## config.mk

```make
export PLATFORM = sky130hd
export DESIGN_NAME = branch_predictor
export DESIGN_NICKNAME = d
export VERILOG_FILES = /design/src/rtl/bp_pkg.sv /design/src/rtl/bp_sat_ctr.sv /design/src/rtl/branch_predictor.sv
export SDC_FILE = /design/constraint.sdc
export NUM_CORES = 1
export LEC_CHECK = 0
export ABC_AREA = 0
export CORE_MARGIN = 4
export CORE_UTILIZATION = 45
export DETAILED_ROUTE_END_ITERATION = 7
export PLACE_DENSITY_LB_ADDON = 0.3
export SETUP_SLACK_MARGIN = 0.5
export SLEW_MARGIN = 20
export SYNTH_ARGS = -nofsm -noshare
export SYNTH_HDL_FRONTEND = slang
export SYNTH_SLANG_ARGS = --single-unit
```

## constraint.sdc

```tcl
create_clock -name clk -period 4.8 [get_ports clk]
set_input_delay 0.96 -clock clk [delete_from_list [all_inputs] [get_ports clk]]
set_output_delay 0.96 -clock clk [all_outputs]
set_load 0.02 [all_outputs]
```

## src/rtl/bp_pkg.sv

```systemverilog
// bp_pkg: shared state type and PC field helpers for branch_predictor.
package bp_pkg;

    typedef enum logic {BP_INIT, BP_READY} bp_state_e;

    // Counter value with only the MSB set: the lowest "taken" value.
    function automatic logic [31:0] weak_taken(input int unsigned ctr_w);
        return 32'd1 << (ctr_w - 1);
    endfunction

    // Table index is the word address modulo the table size.
    function automatic logic [63:0] pc_idx(input logic [63:0] pc, input int unsigned idx_w);
        return (pc >> 2) & ((64'd1 << idx_w) - 64'd1);
    endfunction

    function automatic logic [63:0] pc_tag(input logic [63:0] pc, input int unsigned idx_w,
                                           input int unsigned tag_w);
        return (pc >> (idx_w + 2)) & ((64'd1 << tag_w) - 64'd1);
    endfunction

endpackage

```

## src/rtl/bp_sat_ctr.sv

```systemverilog
// bp_sat_ctr: combinational saturating up/down step of a W-bit counter.
//   cur : present value
//   inc : step up, held at all-ones
//   dec : step down, held at zero
//   nxt : next value
module bp_sat_ctr #(
    parameter int W = 2
) (
    input  logic [W-1:0] cur,
    input  logic         inc,
    input  logic         dec,
    output logic [W-1:0] nxt
);

    always_comb nxt = (inc && !(&cur)) ? cur + W'(1) : (dec && |cur) ? cur - W'(1) : cur;

endmodule

```

## src/rtl/branch_predictor.sv

```systemverilog
// branch_predictor: direct-mapped table of saturating counters and targets
// predicting the next PC for the IF stage, trained by resolved branches.
//   clk, rst_n                      : clock, async active-low reset
//   lk_pc -> pred_hit/pred_taken/pred_next_pc : combinational lookup
//   upd_* -> upd_mispred            : resolved outcome, combinational mispredict flag
//   clear_tbl                       : restart the invalidation sweep
//   ready                           : sweep finished, table active
//   cnt_br, cnt_mp                  : saturating update / mispredict counts
module branch_predictor import bp_pkg::*; #(
    parameter int ENTRIES = 16,
    parameter int CTR_W   = 2,
    parameter int TAG_W   = 8,
    parameter int ADDR_W  = 32
) (
    input  logic              clk,
    input  logic              rst_n,
    input  logic [ADDR_W-1:0] lk_pc,
    output logic              pred_hit,
    output logic              pred_taken,
    output logic [ADDR_W-1:0] pred_next_pc,
    input  logic              upd_valid,
    input  logic [ADDR_W-1:0] upd_pc,
    input  logic              upd_taken,
    input  logic [ADDR_W-1:0] upd_target,
    input  logic              upd_pred_taken,
    input  logic [ADDR_W-1:0] upd_pred_target,
    output logic              upd_mispred,
    input  logic              clear_tbl,
    output logic              ready,
    output logic [31:0]       cnt_br,
    output logic [31:0]       cnt_mp
);

    localparam int unsigned IDX_W = $clog2(ENTRIES);

    bp_state_e         state_q, state_d;
    logic [IDX_W-1:0]  ptr_q, ptr_d;
    logic [31:0]       cnt_br_q, cnt_br_d, cnt_mp_q, cnt_mp_d;

    logic              valid_q [ENTRIES];
    logic [TAG_W-1:0]  tag_q   [ENTRIES];
    logic [ADDR_W-1:0] tgt_q   [ENTRIES];
    logic [CTR_W-1:0]  ctr_q   [ENTRIES];

    logic [IDX_W-1:0]  lk_idx, upd_idx, wr_idx;
    logic [TAG_W-1:0]  lk_tag, upd_tag;
    logic              upd_hit, upd_acc, wr_en, wr_valid;
    logic [ADDR_W-1:0] wr_tgt;
    logic [CTR_W-1:0]  ctr_nxt, wr_ctr;

    always_comb begin
        lk_idx       = IDX_W'(pc_idx(64'(lk_pc), IDX_W));
        lk_tag       = TAG_W'(pc_tag(64'(lk_pc), IDX_W, TAG_W));
        upd_idx      = IDX_W'(pc_idx(64'(upd_pc), IDX_W));
        upd_tag      = TAG_W'(pc_tag(64'(upd_pc), IDX_W, TAG_W));
        ready        = state_q == BP_READY;
        pred_hit     = ready && valid_q[lk_idx] && tag_q[lk_idx] == lk_tag;
        pred_taken   = pred_hit && ctr_q[lk_idx][CTR_W-1];
        pred_next_pc = pred_taken ? tgt_q[lk_idx] : lk_pc + ADDR_W'(4);
        upd_hit      = valid_q[upd_idx] && tag_q[upd_idx] == upd_tag;
        upd_mispred  = upd_valid && ready &&
                       (upd_pred_taken != upd_taken || (upd_taken && upd_pred_target != upd_target));
        // A clear in the same cycle takes priority and drops the update.
        upd_acc      = upd_valid && ready && !clear_tbl;
        // INIT reuses the write port to invalidate the entry at the sweep pointer;
        // the other fields written there are don't-care.
        wr_en        = state_q == BP_INIT || (upd_acc && (upd_hit || upd_taken));
        wr_idx       = ready ? upd_idx : ptr_q;
        wr_valid     = ready;
        wr_tgt       = upd_taken ? upd_target : tgt_q[upd_idx];
        wr_ctr       = upd_hit ? ctr_nxt : CTR_W'(weak_taken(CTR_W));
        state_d      = clear_tbl ? BP_INIT :
                       (state_q == BP_INIT && ptr_q == IDX_W'(ENTRIES - 1)) ? BP_READY : state_q;
        ptr_d        = clear_tbl ? '0 : ready ? ptr_q : ptr_q + IDX_W'(1);
        cnt_br       = cnt_br_q;
        cnt_mp       = cnt_mp_q;
    end

    bp_sat_ctr #(.W(CTR_W)) u_ctr (
        .cur (ctr_q[upd_idx]),
        .inc (upd_taken),
        .dec (!upd_taken),
        .nxt (ctr_nxt)
    );

    bp_sat_ctr #(.W(32)) u_cnt_br (
        .cur (cnt_br_q),
        .inc (upd_acc),
        .dec (1'b0),
        .nxt (cnt_br_d)
    );

    bp_sat_ctr #(.W(32)) u_cnt_mp (
        .cur (cnt_mp_q),
        .inc (upd_acc && upd_mispred),
        .dec (1'b0),
        .nxt (cnt_mp_d)
    );

    always_ff @(posedge clk or negedge rst_n) begin
        if (!rst_n) begin
            state_q  <= BP_INIT;
            ptr_q    <= '0;
            cnt_br_q <= '0;
            cnt_mp_q <= '0;
        end else begin
            state_q  <= state_d;
            ptr_q    <= ptr_d;
            cnt_br_q <= cnt_br_d;
            cnt_mp_q <= cnt_mp_d;
        end
    end

    // Table storage has no reset: the INIT sweep invalidates it.
    always_ff @(posedge clk) begin
        if (wr_en) begin
            valid_q[wr_idx] <= wr_valid;
            tag_q[wr_idx]   <= upd_tag;
            tgt_q[wr_idx]   <= wr_tgt;
            ctr_q[wr_idx]   <= wr_ctr;
        end
    end

endmodule
```

==> flow_metrics.env, run 1 <==
export IMPL_critPathMaxStageDelay_ns=0.33
export IMPL_antenna_cells=0
export IMPL_grt_pass1_vias=22401
export IMPL_drc=0
export IMPL_die_x_um=293
export IMPL_dieArea_sq_um=85700
export IMPL_grt_use_total=0.242
export IMPL_power_total_w=0.0152
export IMPL_wl_met2_mm=50.7
export IMPL_ant_nets=0
export IMPL_post_route_min_period_ns=4.71
export IMPL_grt_antenna_before_repair=2
export IMPL_cp_common_cell="buf_12"
export IMPL_syn_avg_cell_area_sq_um=19.1
export IMPL_fin_cells=3460
export IMPL_startpoint_type="primary input"
export IMPL_dp_hpwl_mm=67.2
export IMPL_cp_cell_sequence="buf_16, buf_12, buf_4, buf_6, mux4_2, nor2b_4, nor3_2, nand4b_1, nor4b_2, o2111a_2, and2_4, buf_12, buf_12, mux2_4, buf_6"
export IMPL_hold_path_class="primary input to asynchronous set/reset pin"
export IMPL_crit_family="buffers and inverters"
export IMPL_drtIter0Drc=2541
export IMPL_tightest_slew_ns=1.00
export IMPL_crit_arrival_ns=3.75
export IMPL_async_flop_share=0.0911
export IMPL_ys_warn_count=0
export IMPL_cts_buffer_depth=3
export IMPL_root_buffer="clkbuf_16"
export IMPL_power_density_nw_per_um2=339
export IMPL_synth_seq_cells=757
export IMPL_ys_flop_type="edfxtp_1"
export IMPL_clock_latency_ns=0.64
export IMPL_status="finished, final reports clean"
export IMPL_cts_tree="done"
export IMPL_slew_viol_final=0
export IMPL_wl_met3_mm=10.1
export IMPL_setup_viol_count_final=0
export IMPL_maxCapViolations=0
export IMPL_timing_fmax_mhz=212
export IMPL_skew_ns=0.0295
export IMPL_final_nets=2476
export IMPL_ys_types=65
export IMPL_port_buffers=213
export IMPL_path_max_fanout=7
export IMPL_synth_largest_area_cell="edfxtp_1"
export IMPL_synth_seq_area_share=0.613
export IMPL_drive_gt1_frac=0.384
export IMPL_synth_edf_count=688
export IMPL_synth_top_area_frac=0.566
export IMPL_cts_sink_count=757
export IMPL_crit_path_end_kind="primary output"
export IMPL_synthesis_nets=2049
export IMPL_num_vias=21685
export IMPL_syn_area_sq_um=36500
export IMPL_vias_per_cell=6.27
export IMPL_cp_num_buf_inv=7
export IMPL_path_clk_slew_ns=0.06
export IMPL_grt_overflow=0
export IMPL_critPathSlowestCell="mux2_4"
export IMPL_crit_type="primary input to primary output"
export IMPL_peakVddDrop_mv=0.255
export IMPL_netlist_top_cells_count="688 x edfxtp_1, 387 x mux4_2, 89 x xnor2_1"
export IMPL_yosysMostFrequentCell="edfxtp_1"
export IMPL_ctsHoldBuffers=0
export IMPL_cts_buffers=80
export IMPL_routed_wl_mm=105
export IMPL_synthCells=1909
export IMPL_fin_util=0.559
export IMPL_met1_length_mm=39.8
export IMPL_critical_path_required_ns=3.84
export IMPL_boundaryPins=234
export IMPL_wl_per_cell_um=30.2
export IMPL_dp_cells=3295
export IMPL_start_util=0.454
export IMPL_slew_headroom=0.328
export IMPL_fillers=6102
export IMPL_rsz0062_at_grt="yes"
export IMPL_fp_coreArea_sq_um=80400
export IMPL_grt_max_degree=92
export IMPL_dr_pass1_iters=5
export IMPL_synthTopCellsByArea="edfxtp_1 57%, mux4_2 24%, dfrtp_1 4.7%"
export IMPL_routed_top_layer="met4"
export IMPL_timing_final_crit_share=0.982
export IMPL_place_gp_congestion=0.863
export IMPL_htree_num_levels=3
export IMPL_die_y_um=293
export IMPL_hold_viol=0
export IMPL_grt_pass1_wl_mm=151
export IMPL_p_leak_nw=15.3
export IMPL_syn_to_final_growth_pct=23.2
export IMPL_rows=104
[state kept, by name, summed over array words and instances (netlist names)]
| name | cells |
|---|---|
| cnt_mp | 32 |
| tgt_q | 512 |
| tag_q | 128 |
| ctr_q | 32 |
| cnt_br | 32 |
| valid_q | 16 |
| ready | 1 |
| ptr_q | 4 |
[worst register-to-register path, stage by stage (launching register included)]
cell and delay (ns):
edfxtp_1 0.40, mux4_2 0.48, mux2i_1 0.19, xnor2_1 0.11, nor4_1 0.21, buf_4 0.19
o2111ai_1 0.21, o21ai_0 0.29, nand2_1 0.09, buf_4 0.18, nor2_4 0.32, buf_4 0.28
[routing by layer]
layer / global-route usage / vias up
met5: 0 / -
met4: 0.0861 / 0
met3: 0.0697 / 168
met2: 0.391 / 1111
met1: 0.318 / 11490
li1: - / 8916
[final cells by class]
type,count,area [sq um],area share
inverter,14,53.8,0.00120
tap,1060,1330,0.0295
clock buffer,103,2090,0.0465
multi-input combinational,1015,13800,0.307
clock inverter,43,400,0.00891
timing repair buffer,468,4900,0.109
sequential,757,22400,0.498
[cell usage in the layout (no fill, tap or decap), types with 14 or more instances in the layout]
| master | instances |
|---|---|
| edfxtp_1 | 688 |
| mux4_2 | 387 |
| buf_4 | 186 |
| clkdlybuf4s50_1 | 157 |
| xnor2_1 | 88 |
| clkbuf_16 | 81 |
| dfrtp_1 | 69 |
| mux2_2 | 55 |
| buf_12 | 55 |
| mux2i_1 | 49 |
| buf_6 | 47 |
| xor2_1 | 46 |
| nand3_1 | 45 |
| nand2_1 | 42 |
| nor2_1 | 38 |
| nand4_1 | 35 |
| and3_1 | 26 |
| mux2_4 | 25 |
| clkbuf_1 | 23 |
| clkinv_2 | 18 |
| nor2_4 | 17 |
| nor3_1 | 14 |
| clkinv_1 | 14 |
[stage by stage]
| stage | instance area [sq um] | setup WS, ns | TNS (ns) | hold slack (ns) |
|---|---|---|---|---|
| CTS | 44600 | 0.0420 | 0 | 0.453 |
| detailed placement | 41900 | -0.463 | -13.73 | 0.475 |
| floorplan | 36500 | 0.203 | 0 | 0.556 |
| global placement | 41900 | -0.482 | -14.34 | 0.478 |
| finish | 44900 | 0.0854 | 0 | 0.459 |
| global route | 44900 | -0.0188 | -0.0711 | 0.507 |
[cell families after synthesis]
logic type,Yosys count,share of synthesized area
flops,757,0.613
xor+xnor,140,0.0336
mux,516,0.279
simple gates,284,0.0413
compound gates,69,0.0133
fa+ha+maj,6,0.00206
buf+inv,137,0.0171
[where the power goes]
group	total (W)	switching, W	leakage, nW	internal [W]
Combinational	0.00177	0.000928	6.82	0.000843
Clock	0.00593	0.00261	1.22	0.00333
Sequential	0.00753	0.0000697	7.24	0.00746
[final timing paths]
path / slack, ns / to / startpoint / cells past startpoint
setup / recovery: 0.09 / pred_next_pc[3] / lk_pc[3] / 15
hold / removal: 0.46 / cnt_br[16]$_DFFE_PN0P_ / rst_n / 1
setup reg to reg: 1.53 / tgt_q[8][20]$_DFFE_PP_ / tag_q[15][4]$_DFFE_PP_ / 11
hold reg to reg: 0.49 / cnt_br[19]$_DFFE_PN0P_ / cnt_br[19]$_DFFE_PN0P_ / 1
max in group asynchronous: 3.39 / cnt_mp[21]$_DFFE_PN0P_ / rst_n / 2
min in group clk: 0.49 / cnt_br[19]$_DFFE_PN0P_ / cnt_br[19]$_DFFE_PN0P_ / 1
[what timing repair did]
item                       CTS  global route
gates cloned                 1             1
resized for setup          219            66
setup endpoints to repair   35            35
pin swaps                   10            12
buffers inserted            12             5
Power figures use the tool's default switching activity.
==> run 2, diff against run 1 <==
Settings changed: CTS_CLUSTER_DIAMETER from default to 120.
==> results of run 2 <==
The final DEF is identical to that of run 1; final timing and power are the same.
